`src/rtl/pe_result_serializer.sv`:
```
// pe_result_serializer
// Captures the packed pe_array result word into a 2-entry ping-pong store and
// streams it out one lane per beat (lane 0 first) over valid/ready. A capture
// that finds both entries occupied is dropped and recorded in a sticky flag.
module pe_result_serializer #(
    parameter int ARRAY_NUM = 3,
    parameter int DATA_W    = 8
) (
    input  logic                        iClk,
    input  logic                        iRst,
    input  logic                        iResultValid,
    input  logic [DATA_W*ARRAY_NUM-1:0] iResult,
    output logic                        oCaptureReady,
    output logic [DATA_W-1:0]           oData,
    output logic                        oValid,
    input  logic                        iReady,
    output logic                        oLast,
    output logic                        oOverflow,
    input  logic                        iClearOverflow
);

    localparam int RESULT_W = DATA_W * ARRAY_NUM;
    localparam int LANE_W   = (ARRAY_NUM > 1) ? $clog2(ARRAY_NUM) : 1;
    localparam logic [LANE_W-1:0] LAST_LANE = LANE_W'(ARRAY_NUM - 1);

    // The FSM state is the occupancy of the store: 0, 1 or 2 entries.
    typedef enum logic [1:0] {
        IDLE       = 2'd0,
        DRAIN_ONE  = 2'd1,
        DRAIN_FULL = 2'd2
    } state_e;

    state_e                state_q, state_d;

    logic [RESULT_W-1:0]   entry_q [2];
    logic [RESULT_W-1:0]   entry_d [2];
    logic                  wr_ptr_q, wr_ptr_d;
    logic                  rd_ptr_q, rd_ptr_d;
    logic [LANE_W-1:0]     lane_q, lane_d;
    logic                  overflow_q, overflow_d;

    // ------------------------------------------------------------------
    // Handshake decode, all taken from register state before the edge.
    // ------------------------------------------------------------------
    logic head_valid;
    logic at_last_lane;
    logic do_capture;
    logic do_drop;
    logic beat;
    logic pop;

    // A capture is judged only on the occupancy before the edge, so a full
    // store drops it even if the head entry finishes draining this cycle.
    assign head_valid   = (state_q != IDLE);
    assign at_last_lane = (lane_q == LAST_LANE);
    assign do_capture   = iResultValid && (state_q != DRAIN_FULL);
    assign do_drop      = iResultValid && (state_q == DRAIN_FULL);
    assign beat         = head_valid && iReady;
    assign pop          = beat && at_last_lane;

    // ------------------------------------------------------------------
    // FSM: state register
    // ------------------------------------------------------------------

    // Occupancy state register.
    always_ff @(posedge iClk) begin
        // NOTE: sequential state uses non-blocking assignments so every
        // register samples the pre-edge values regardless of block order.
        if (iRst) begin
            state_q <= IDLE;
        end else begin
            state_q <= state_d;
        end
    end

    // ------------------------------------------------------------------
    // FSM: next-state logic
    // ------------------------------------------------------------------

    // Occupancy moves up on capture and down on the final-lane pop; both
    // together leave it unchanged.
    always_comb begin
        // NOTE: the default assignment first keeps this block free of
        // inferred latches on any path that does not change the state.
        state_d = state_q;
        unique case (state_q)
            IDLE: begin
                if (do_capture) begin
                    state_d = DRAIN_ONE;
                end
            end
            DRAIN_ONE: begin
                if (do_capture && !pop) begin
                    state_d = DRAIN_FULL;
                end else if (!do_capture && pop) begin
                    state_d = IDLE;
                end
            end
            DRAIN_FULL: begin
                if (pop) begin
                    state_d = DRAIN_ONE;
                end
            end
            default: begin
                state_d = IDLE;
            end
        endcase
    end

    // ------------------------------------------------------------------
    // FSM: outputs
    // ------------------------------------------------------------------

    // Stream outputs come straight from registers; oData is zeroed when empty.
    always_comb begin
        oValid        = head_valid;
        oLast         = head_valid && at_last_lane;
        oCaptureReady = (state_q != DRAIN_FULL);
        oData         = '0;
        if (head_valid) begin
            oData = entry_q[rd_ptr_q][DATA_W*lane_q +: DATA_W];
        end
    end

    assign oOverflow = overflow_q;

    // ------------------------------------------------------------------
    // Datapath: store, pointers, lane index, overflow flag
    // ------------------------------------------------------------------

    // Next values for the store and its bookkeeping.
    always_comb begin
        entry_d    = entry_q;
        wr_ptr_d   = wr_ptr_q;
        rd_ptr_d   = rd_ptr_q;
        lane_d     = lane_q;
        overflow_d = overflow_q;

        // iResult is only looked at when it is actually written.
        if (do_capture) begin
            entry_d[wr_ptr_q] = iResult;
            wr_ptr_d          = ~wr_ptr_q;
        end

        // The lane index holds under backpressure and wraps to lane 0 as the
        // head entry retires, so the next entry starts without a bubble.
        if (beat) begin
            if (at_last_lane) begin
                lane_d   = '0;
                rd_ptr_d = ~rd_ptr_q;
            end else begin
                lane_d = lane_q + 1'b1;
            end
        end

        // A drop in the same cycle as a clear must still be visible, so the
        // set is applied last.
        if (iClearOverflow) begin
            overflow_d = 1'b0;
        end
        if (do_drop) begin
            overflow_d = 1'b1;
        end
    end

    // Datapath registers.
    always_ff @(posedge iClk) begin
        if (iRst) begin
            // NOTE: the store is cleared on reset so no stale result can ever
            // be replayed after a mid-stream reset; it is only two words.
            entry_q[0] <= '0;
            entry_q[1] <= '0;
            wr_ptr_q   <= 1'b0;
            rd_ptr_q   <= 1'b0;
            lane_q     <= '0;
            overflow_q <= 1'b0;
        end else begin
            entry_q[0] <= entry_d[0];
            entry_q[1] <= entry_d[1];
            wr_ptr_q   <= wr_ptr_d;
            rd_ptr_q   <= rd_ptr_d;
            lane_q     <= lane_d;
            overflow_q <= overflow_d;
        end
    end

endmodule

```
`config.mk`:
```
export PLATFORM = sky130hd
export DESIGN_NAME = pe_result_serializer
export DESIGN_NICKNAME = d
export VERILOG_FILES = /design/src/rtl/pe_result_serializer.sv
export SDC_FILE = /design/constraint.sdc
export NUM_CORES = 1
export LEC_CHECK = 0
export ABC_AREA = 1
export CAP_MARGIN = 20
export CORE_MARGIN = 3
export CORE_UTILIZATION = 50
export CTS_BUF_LIST = sky130_fd_sc_hd__clkbuf_8
export CTS_CLUSTER_DIAMETER = 120
export DETAILED_ROUTE_END_ITERATION = 8
export PLACE_DENSITY = 0.78
export SYNTH_ARGS = -nofsm -noshare
export SYNTH_HDL_FRONTEND = slang
export SYNTH_SLANG_ARGS = --single-unit
```
`constraint.sdc`:
```
create_clock -name iClk -period 1.5 [get_ports iClk]
set_clock_uncertainty 0.15 [all_clocks]
set_input_delay 0.3 -clock iClk [delete_from_list [all_inputs] [get_ports iClk]]
set_output_delay 0.3 -clock iClk [all_outputs]
set_load 0.05 [all_outputs]
```
# == Yosys cells after proc, flatten, opt, wreduce, memory -nomap -nowiden ==
# Cells that the tools add are included.
# classes
n_reduce_logical,15
shifts,1
n_div,0
bitwise_logic,4
muxes,15
n_eq_ne,7
multipliers,0
magnitude_cmp,3
add_sub_neg,1
# op_table
op,n
2-to-1 mux 24 bit,4
bitwise mux 48 bit,1
demux 24 bit (select 1 bit),1
variable part select 24 x 6 -> 8 bit,1
2-to-1 mux 2 bit,5
logical AND 1 bit,8
2-to-1 mux 8 bit,1
inequality test 2 bit (second input constant),3
one-hot mux 2 bit (3 select lines),1
equality test 2 bit (second input constant),2
greater-or-equal comparator 2 bit (second input constant),2
NOT 1 -> 2 bit,2
nonzero test 2 bit,2
inequality test 3 bit (second input constant),1
AND reduction 3 bit,1
adder 2 x 1 -> 2 bit (second input constant),1
equality test 2 x 1 -> 1 bit (second input constant),1
logical NOT 1 bit,2
logical NOT 2 bit,1
< comparator 2 x 1 -> 1 bit (second input constant),1
2-to-1 mux 1 bit,2
NOT 1 bit,2
AND reduction 2 bit,1
# totals
romBits,0
latch_bits,0
mem_count,0
ram_bits,0
inputBits,29
elab_cells,53
reg_bits,55

# == Depth between registers and ports, before layout ==
# Gate-level depths: netlist of the first run.
# depth
ltp_word,7
depth_mapped,10

# == Least setup slack after synthesis of the first run ==
# No wires, ideal clock.
# synth_path
path_kind,register -> output
startpoint,register state_q[0]
endpoint,output port oLast
n_path_buf,0
path_stages_with_launch,3
slack_ns,-0.472
t_arrival_ns,1.522
required_time_ns,1.050
cell_sequence,dfxtp_1 -> nor2_1 -> nor3_1
# synth_between
elab_chain_cells,2
# synth_rtl
element,line,rtl
from (decl),33,"state_e state_q, state_d;"
from (signal assigned),72,state_q <= state_d;
nonzero test 2 bit,54,assign head_valid = (state_q != IDLE);
logical AND 1 bit,117,oLast = head_valid && at_last_lane;
to (decl),17,"output logic oLast,"
# No other way between the ends.

# == Worst setup path in the final report of the first run ==
# layout_path
startpoint,register rd_ptr_q
endpoint,output port oData[1]
# layout_between
elab_chain_cells,6
# layout_rtl
element,line,rtl
from (decl),38,"logic rd_ptr_q, rd_ptr_d;"
from (signal assigned),181,rd_ptr_q <= rd_ptr_d;
NOT 1 -> 2 bit (implied by the code),121,oData = entry_q[rd_ptr_q][DATA_W*lane_q +: DATA_W];
2-to-1 mux 24 bit (implied by the code) (3 in series),121,
variable part select 24 x 6 -> 8 bit,121,
2-to-1 mux 8 bit,120,if (head_valid) begin
to (decl),14,"output logic [DATA_W-1:0] oData,"
# No other way between the ends. The select of a mux whose other input is x is not followed.

==> impl_metrics.ini, run 1 <==
[clocking]
numClockSinks = 55
clk-insertion-delay-late_ns = 0.31
cts_tree = done
numCtsBuffers = 5
hold_fix_buffer_count_after_cts = 0
root_buffer = sky130_fd_sc_hd__clkbuf_8
clock_h_tree_levels = 2
clockBufferDepth = 2
clk_pin_slew_ns = 0.10

[final_layout]
area.sequential_mm2 = 0.00111
num-fill-cells = 254
stdcell_area_mm2 = 0.00405
drive_gt1_frac = 0.374
antenna_cells_inserted = 0
multi_input_comb_area_mm2 = 0.00151
share_of_the_core_filled_with_cells = 0.835
syn_to_final_growth_pct = 58.3
nets = 462

[place]
numPortBuffers = 40
placedInstanceArea_mm2 = 0.00336
globalplace.congestion = 0.815
detailedPlacementHpwl_mm = 4.63
place_ws_ns = -0.351

[synth]
synth-adder-area-share = 0.00489
cells_after_synth = 363
synth_xor_xnor_area_share = 0.00342
yosys_warnings = 0
netlist_area_mm2 = 0.00256
syn_area_cell_um2 = 7.05
synthDistinctLibCells = 21
synthMuxAreaShare = 0
ys_seq_elements = 55
synth-simple-area-share = 0.270
mappedNetlistNets = 393
combinational_family_with_the_most_area_after_synthesis = simple AND/OR/NAND/NOR gates
synth_compound_gate_area_share = 0.182
synth.yosys.seq_area_share = 0.431

[floorplanning]
die_height_um = 77.5
floorplan.io_pins = 41
placeableCoreArea_mm2 = 0.00485
start_util = 0.527
row_count = 25
die_area_mm2 = 0.00601
die_width_um = 77.5

[setup_path]
timing.critical_path.required_ns = 1.05
crit_path_end_kind = primary output
path_class = reg2out
wp_data_arrival_ns = 1.75
worst-path-max-fanout = 39
critical_path.startpoint_type = register

[global_routing]
first_global_vias = 2497
grt_overflow_total = 0
antenna_violations_before_repair = 0
grt_max_degree = 40
grt_first_pass_wirelength_mm = 11.9
groute.usage.overall = 0.250

[timing]
report.final.setup_viol = 63
clock.fmax_ghz = 0.455
finalWorstPathRequiredPeriod_ns = 2.20
grt_setup_unrepaired = true
timing.final.ws_setup_ns = -0.696
tightest_slew_ns = 0.326
timing.final.max_slew_violations = 0
timing.slew.headroom = 0.780
hold_ws_ns = 0.317
timing.final.crit_share = 1.46
hold_viol = 0
post_route_setup_tns_ns = -12.36

[power_and_ir_drop]
p_int_mw = 2.71
peakVddDrop_mv = 0.769
cellPowerDensity_mw_per_mm2 = 1020
switching_power_mw = 1.41
clockPowerShare = 0.245
seq_power_share = 0.400
netSwitchingFraction = 0.343
p_leak_nw = 1.45
comb_power_share = 0.356

[detailed_routing]
drtPass1Iterations = 6
route.detailed.vias_per_inst = 5.86
detail_route.drc_violations = 0
initialDrtViolationCount = 319
dr_total_vias = 2932
drt_wl_total_mm = 9.48
detail-route-antenna-nets = 0
avgRoutedWirePerCell_um = 19.0

[run_status]
failed_checks = setup timing
status = finished, violations left

[flow_run]
maxCapViolations = 0

[min_path]
hold_path_class = reg2reg
worst paths after layout:
path,startpoint,end,slack (ns),depth (start not counted)
worst min-delay path,entry_q[38]$_SDFFE_PP0P_,entry_q[38]$_SDFFE_PP0P_,0.32,2
worst max-delay path,rd_ptr_q$_SDFFE_PP0P_,oData[1],-0.70,6
worst min register to register,entry_q[38]$_SDFFE_PP0P_,entry_q[38]$_SDFFE_PP0P_,0.32,2
worst max register to register,lane_q[1]$_SDFFE_PP0N_,state_q[1]$_SDFFE_PP0P_,-0.48,11
layout by cell type, fill, tap and decap left out, drive strengths merged:
| cell | count |
|---|---|
| xor2 | 1 |
| nand2 | 115 |
| nor3 | 2 |
| a21oi | 52 |
| clkbuf | 7 |
| nand3 | 35 |
| o21ai | 5 |
| ha | 1 |
| clkinv | 2 |
| inv | 35 |
| o211ai | 24 |
| dfxtp | 55 |
| buf | 53 |
| clkdlybuf4s50 | 28 |
| nor2 | 9 |
| clkinvlp | 8 |
| bufinv | 1 |
cell usage after synthesis, drive strengths merged:
cell type    n  area (um2)
a21oi       52         260
buf         11        77.6
clkbuf      11        41.3
dfxtp       55        1100
ha           1        12.5
inv         43         161
nand2      115         434
nand3       35         175
nor2         8        58.8
nor3         2        21.3
o211ai      24         180
o21ai        5        25.0
xor2         1        8.76
cells by family (layout without fill, tap and decap cells):
logic type	count (synthesis)	in the layout
compound gates	81	81
simple gates	160	161
xor+xnor	1	1
flops	55	55
fa+ha+maj	1	1
buf+inv	65	134
metal layers:
metal	part of all wire	vias to the layer above	global-route usage
met5	0	-	0
met4	0.057	0	0.107
met3	0.094	49	0.0499
met2	0.48	188	0.421
met1	0.37	1373	0.310
li1	-	1322	-
sequential cells by signal (all words and copies together) (netlist names):
signal     cells
oOverflow      1
lane_q         2
wr_ptr_q       1
state_q        2
entry_q       48
rd_ptr_q       1
worst max-delay path, cell delays in order (launching register included):
cell and delay (ns):
sky130_fd_sc_hd__dfxtp_4 0.37, sky130_fd_sc_hd__buf_12 0.17, sky130_fd_sc_hd__o211ai_1 0.31, sky130_fd_sc_hd__nand3_1 0.20, sky130_fd_sc_hd__nand2_2 0.12, sky130_fd_sc_hd__clkinvlp_4 0.09, sky130_fd_sc_hd__buf_12 0.15
cell type report:
| class | count | share of cell area |
|---|---|---|
| Clock inverter | 3 | 0.0108 |
| Tap cell | 67 | 0.0207 |
| Timing Repair Buffer | 83 | 0.254 |
| Clock buffer | 5 | 0.0170 |
| Sequential cell | 55 | 0.275 |
| Multi-Input combinational cell | 244 | 0.374 |
| Inverter | 43 | 0.0479 |
power by group through the flow:
stage	Clock, mW	Sequential [mW]	Combinational, mW
floorplan	0	1.66	0.605
global placement	0	1.65	1.04
detailed placement	0	1.66	1.05
CTS	1.01	1.63	1.19
global route	1.09	1.66	1.53
finish	1.01	1.65	1.46
timing repair:
action	4_1_cts	5_1_grt
pin swaps	8	23
gates cloned	2	4
buffers inserted	9	7
gates resized for setup	33	88
setup endpoints to repair	14	63
metrics by stage:
stage,cells,total power [mW]
after floorplan,363,2.26
after global placement,473,2.69
after detailed placement,473,2.71
after CTS,492,3.83
after global routing,500,4.28
final,500,4.12
No activity file was read; power rests on OpenSTA's default activity.
==> inputs of run 2 (changes only) <==
- CORE_ASPECT_RATIO: unset -> 1.25
- GPL_TIMING_DRIVEN: unset -> 0
==> impl_metrics.ini, run 2 (same netlist as run 1, synthesis figures left out) <==
[final_layout]
antenna_cells_inserted = 0
area.sequential_mm2 = 0.00112
syn_to_final_growth_pct = 53.1
nets = 472
largest_register = entry_q
reg_top3 = entry_q (48), lane_q (2), state_q (2)
multi_input_comb_area_mm2 = 0.00145
num-fill-cells = 319
largest_register_ffs = 48
share_of_the_core_filled_with_cells = 0.810
drive_gt1_frac = 0.312
most_common_library_cell_in_the_layout_ignoring_fill_and_taps = sky130_fd_sc_hd__nand2_1
commonest_cells_after_routing_fill_and_taps_aside = sky130_fd_sc_hd__nand2_1, sky130_fd_sc_hd__dfxtp_1, sky130_fd_sc_hd__a21oi_1

[power_and_ir_drop]
comb_power_share = 0.360
switching_power_mw = 1.34
peakVddDrop_mv = 0.831
seq_power_share = 0.433
clockPowerShare = 0.208
finalPower_mw = 3.83
p_int_mw = 2.49
p_leak_nw = 1.46
cellPowerDensity_mw_per_mm2 = 978
netSwitchingFraction = 0.350

[setup_path]
wp_data_arrival_ns = 1.75
crit_path_top_delay_cell = sky130_fd_sc_hd__dfxtp_4
path_cells = buf_8 -> buf_8 -> o211ai_1 -> nand3_1 -> nand2_2 -> clkinvlp_4 -> buf_4
beginning_of_the_critical_path = rd_ptr_q$_SDFFE_PP0P_
crit_path_end_kind = primary output
path_class = reg2out
slowest_delay_ns = 0.38
cp_top_family = buffers and inverters
r2r-start = lane_q[0]$_SDFFE_PP0N_
timing.critical_path.required_ns = 1.05
critical_path.startpoint_type = register
worst-path-max-fanout = 9
critical_path_buf_inv_count = 4
critical_path.most_common_cell = sky130_fd_sc_hd__buf_8

[clocking]
clk_pin_slew_ns = 0.09
clock_h_tree_levels = 2
numClockSinks = 55
hold_fix_buffer_count_after_cts = 0
cts_tree = done
root_buffer = sky130_fd_sc_hd__clkbuf_8
numCtsBuffers = 5
clk-insertion-delay-late_ns = 0.30
clockBufferDepth = 2

[place]
detailedPlacementHpwl_mm = 4.95
globalplace.congestion = 0.830
numPortBuffers = 39
place_ws_ns = -0.917

[detailed_routing]
route.detailed.vias_per_inst = 5.82
dr_total_vias = 2929
detail-route-antenna-nets = 0
avgRoutedWirePerCell_um = 17.9
drt_wl_total_mm = 9.02
initialDrtViolationCount = 380
detail_route.drc_violations = 0
drtPass1Iterations = 5

[floorplanning]
placeableCoreArea_mm2 = 0.00483
die_area_mm2 = 0.00601
start_util = 0.529
die_width_um = 70.0
row_count = 28
floorplan.io_pins = 41
die_height_um = 86.0

[global_routing]
groute.usage.overall = 0.250
grt_overflow_total = 0
antenna_violations_before_repair = 0
grt_first_pass_wirelength_mm = 12.2
first_global_vias = 2547
grt_max_degree = 16

[timing]
finalWorstPathRequiredPeriod_ns = 2.20
report.final.setup_viol = 43
hold_viol = 0
timing.final.crit_share = 1.47
hold_ws_ns = 0.315
timing.slew.headroom = 0.511
timing.final.max_slew_violations = 0
grt_setup_unrepaired = true
clock.fmax_ghz = 0.455
tightest_slew_ns = 0.734
timing.final.ws_setup_ns = -0.699

[min_path]
hold_path_startpoint = entry_q[34]$_SDFFE_PP0P_
hold_path_class = reg2reg

[run_status]
status = finished, violations left
failed_checks = setup timing

[flow_run]
maxCapViolations = 0
run 2: cell types whose count changed in the layout (fill, tap and decap cells not counted), moves of 6 or more:
cell	previous run	this run
sky130_fd_sc_hd__nand2_1	78	90
sky130_fd_sc_hd__a21oi_2	28	13
sky130_fd_sc_hd__nand2_2	27	13
sky130_fd_sc_hd__buf_12	18	0
sky130_fd_sc_hd__buf_6	16	23
sky130_fd_sc_hd__buf_8	2	11
sky130_fd_sc_hd__a21oi_1	24	39
sky130_fd_sc_hd__clkbuf_1	0	6
run 2: repair_timing:
action                                  CTS  global route
pin swaps                                16            20
endpoints found under the setup margin   55            59
buffers inserted                         16            14
endpoints found under the hold margin     0             0
gates resized for setup                 118            71
gates cloned                              1             5
run 2: cell type report:
class | count | share of cell area
repair buffers | 74 | 0.205
well taps | 60 | 0.0192
clock buffers | 5 | 0.0176
clock inverters | 3 | 0.00320
plain buffers | 20 | 0.0483
inverters | 43 | 0.0515
flip-flops and latches | 55 | 0.286
multi-input cells | 243 | 0.370
run 2: power by group through the flow:
stage | clock, mW | sequential [mW] | combinational (mW)
after global routing | 0.840 | 1.66 | 1.45
after global placement | 0 | 1.66 | 0.872
after detailed placement | 0 | 1.67 | 0.889
after floorplan | 0 | 1.66 | 0.605
after CTS | 0.797 | 1.64 | 1.09
final | 0.794 | 1.66 | 1.38
run 2: worst paths after layout:
path                            cells after the start  slack [ns]                        to
worst max-delay path                                7       -0.70                  oData[3]
worst min-delay path                                2        0.31  entry_q[34]$_SDFFE_PP0P_
worst max register to register                     10       -0.42   state_q[0]$_SDFFE_PP0P_
worst min register to register                      2        0.31  entry_q[34]$_SDFFE_PP0P_
run 2: per-stage QoR:
stage	TNS [ns]	std cells	area [um2]
4_1_cts	-6.05	486	3480
3_5_place_dp	-29.79	462	3150
6_report	-7.64	503	3920
5_1_grt	-11.23	503	3920
3_3_place_gp	-28.91	462	3150
2_1_floorplan	-0.959	363	2690
run 2: tightest hold or removal path, delay by kind of cell (launching register included):
family	cells	cell delay (ns)
flops	1	0.32
simple gates	1	0.06
compound gates	1	0.05
run 2: per-layer routing:
layer	GRT usage	share of wire	wire [um]
met5	0	0	0
met4	0.0662	0.039	353
met3	0.0445	0.075	678
met2	0.432	0.51	4560
met1	0.323	0.38	3420
==> inputs of run 3 (changes only) <==
- REMOVE_ABC_BUFFERS: unset -> 1
- SLEW_MARGIN: unset -> 20
==> impl_metrics.ini, run 3 (same netlist as run 1, synthesis figures left out) <==
[run_status]
status = finished, violations left
failed_checks = setup timing

[detailed_routing]
drt_wl_total_mm = 9.71
dr_total_vias = 2991
drtPass1Iterations = 5
route.detailed.vias_per_inst = 6.02
avgRoutedWirePerCell_um = 19.5
detail_route.drc_violations = 0
initialDrtViolationCount = 227
detail-route-antenna-nets = 0

[final_layout]
syn_to_final_growth_pct = 54.7
nets = 466
share_of_the_core_filled_with_cells = 0.819
drive_gt1_frac = 0.350
commonest_cells_after_routing_fill_and_taps_aside = sky130_fd_sc_hd__nand2_1, sky130_fd_sc_hd__dfxtp_1, sky130_fd_sc_hd__inv_1
num-fill-cells = 283
most_common_library_cell_in_the_layout_ignoring_fill_and_taps = sky130_fd_sc_hd__nand2_1
largest_register = entry_q
largest_register_ffs = 48
multi_input_comb_area_mm2 = 0.00164
antenna_cells_inserted = 0
reg_top3 = entry_q (48), lane_q (2), state_q (2)
stdcell_area_mm2 = 0.00396
area.sequential_mm2 = 0.00112

[floorplanning]
floorplan.io_pins = 41
die_height_um = 86.0
row_count = 28
die_width_um = 70.0
die_area_mm2 = 0.00601
placeableCoreArea_mm2 = 0.00483
start_util = 0.529

[global_routing]
globalRouteMet1Util = 0.310
first_global_vias = 2711
grt_overflow_total = 0
groute.usage.overall = 0.267
antenna_violations_before_repair = 0
grt_first_pass_wirelength_mm = 12.7
grt_max_degree = 40
grt.busiest_layer = met2
grt.met2_usage = 0.471
met3_usage = 0.0504

[min_path]
hold_path_startpoint = iRst
hold_path_class = in2reg

[timing]
tightest_slew_ns = 0.431
report.final.setup_viol = 51
clock.fmax_ghz = 0.497
post_route_setup_tns_ns = -7.05
timing.final.ws_setup_ns = -0.512
timing.final.crit_share = 1.34
timing.slew.headroom = 0.713
finalWorstPathRequiredPeriod_ns = 2.01
grt_setup_unrepaired = true
timing.final.max_slew_violations = 0
hold_viol = 0

[place]
numPortBuffers = 40
globalplace.congestion = 0.758
detailedPlacementHpwl_mm = 3.70
placedInstanceArea_mm2 = 0.00295

[setup_path]
timing.critical_path.required_ns = 1.05
wp_data_arrival_ns = 1.56
reg2reg_setup_slack_ns = -0.25
critical_path.startpoint_type = register
beginning_of_the_critical_path = lane_q[1]$_SDFFE_PP0N_
worst-path-max-fanout = 4
crit_path_end_kind = primary output
r2r-start = lane_q[1]$_SDFFE_PP0N_
regToRegEndpoint = state_q[0]$_SDFFE_PP0P_
cp-endpoint = oData[2]
reg2regPathDepth = 10
path_class = reg2out

[power_and_ir_drop]
cellPowerDensity_mw_per_mm2 = 984
peakVddDrop_mv = 0.592
p_leak_nw = 1.47
finalPower_mw = 3.89

[clocking]
clock_h_tree_levels = 2
cts_tree = done
numClockSinks = 55
clockBufferDepth = 2
root_buffer = sky130_fd_sc_hd__clkbuf_8
clk-insertion-delay-late_ns = 0.30
numCtsBuffers = 5
hold_fix_buffer_count_after_cts = 0
clk_pin_slew_ns = 0.09

[flow_run]
maxCapViolations = 0
-- run 3: metrics by stage --
step / setup WS (ns) / hold WS (ns) / std cells
finish: -0.512 / 0.226 / 497
global route: -0.559 / 0.238 / 497
CTS: -0.400 / 0.200 / 484
detailed placement: -1.15 / 0.302 / 443
global placement: -1.64 / 0.298 / 441
floorplan: -0.702 / 0.219 / 341
-- run 3: timing repair --
item                                    4_1_cts  5_1_grt
gates cloned                                  6        4
pin swaps                                    15       39
endpoints found under the setup margin       66       63
gates resized for setup                     122       94
buffers inserted                             27       10
-- run 3: where the power goes --
| group | switching [mW] | internal [mW] |
|---|---|---|
| logic | 0.850 | 0.593 |
| clock network | 0.475 | 0.321 |
| registers | 0.0908 | 1.57 |
-- run 3: routing by layer --
metal  share of wire  routed length, um
met1            0.35               3400
met2            0.50               4880
met3           0.085                824
met4           0.063                611
met5               0                  0
-- run 3: worst min path at each step --
stage / endpoint / depth (start not counted) / slack [ns]
3_3_place_gp: entry_q[45]$_SDFFE_PP0P_ / 2 / 0.30
5_1_grt: entry_q[15]$_SDFFE_PP0P_ / 2 / 0.24
3_5_place_dp: entry_q[45]$_SDFFE_PP0P_ / 2 / 0.30
2_1_floorplan: entry_q[0]$_SDFFE_PP0P_ / 1 / 0.22
4_1_cts: entry_q[47]$_SDFFE_PP0P_ / 2 / 0.20
6_report: entry_q[13]$_SDFFE_PP0P_ / 2 / 0.23
-- run 3: area by class of cell --
class / instances / share of cell area
timing repair buffer: 80 / 0.217
clock inverter: 3 / 0.00379
multi-input combinational: 251 / 0.414
sequential: 55 / 0.283
inverter: 43 / 0.0455
tap: 60 / 0.0190
clock buffer: 5 / 0.0174
-- run 3: worst max-delay path, cell delays in order (launching register included) --
cell	delay [ns]
sky130_fd_sc_hd__dfxtp_4	0.41
sky130_fd_sc_hd__inv_4	0.05
sky130_fd_sc_hd__nor2_4	0.13
sky130_fd_sc_hd__buf_4	0.16
sky130_fd_sc_hd__o211ai_1	0.09
sky130_fd_sc_hd__nand3_1	0.12
sky130_fd_sc_hd__nand2_1	0.07
sky130_fd_sc_hd__inv_1	0.07
sky130_fd_sc_hd__buf_6	0.15
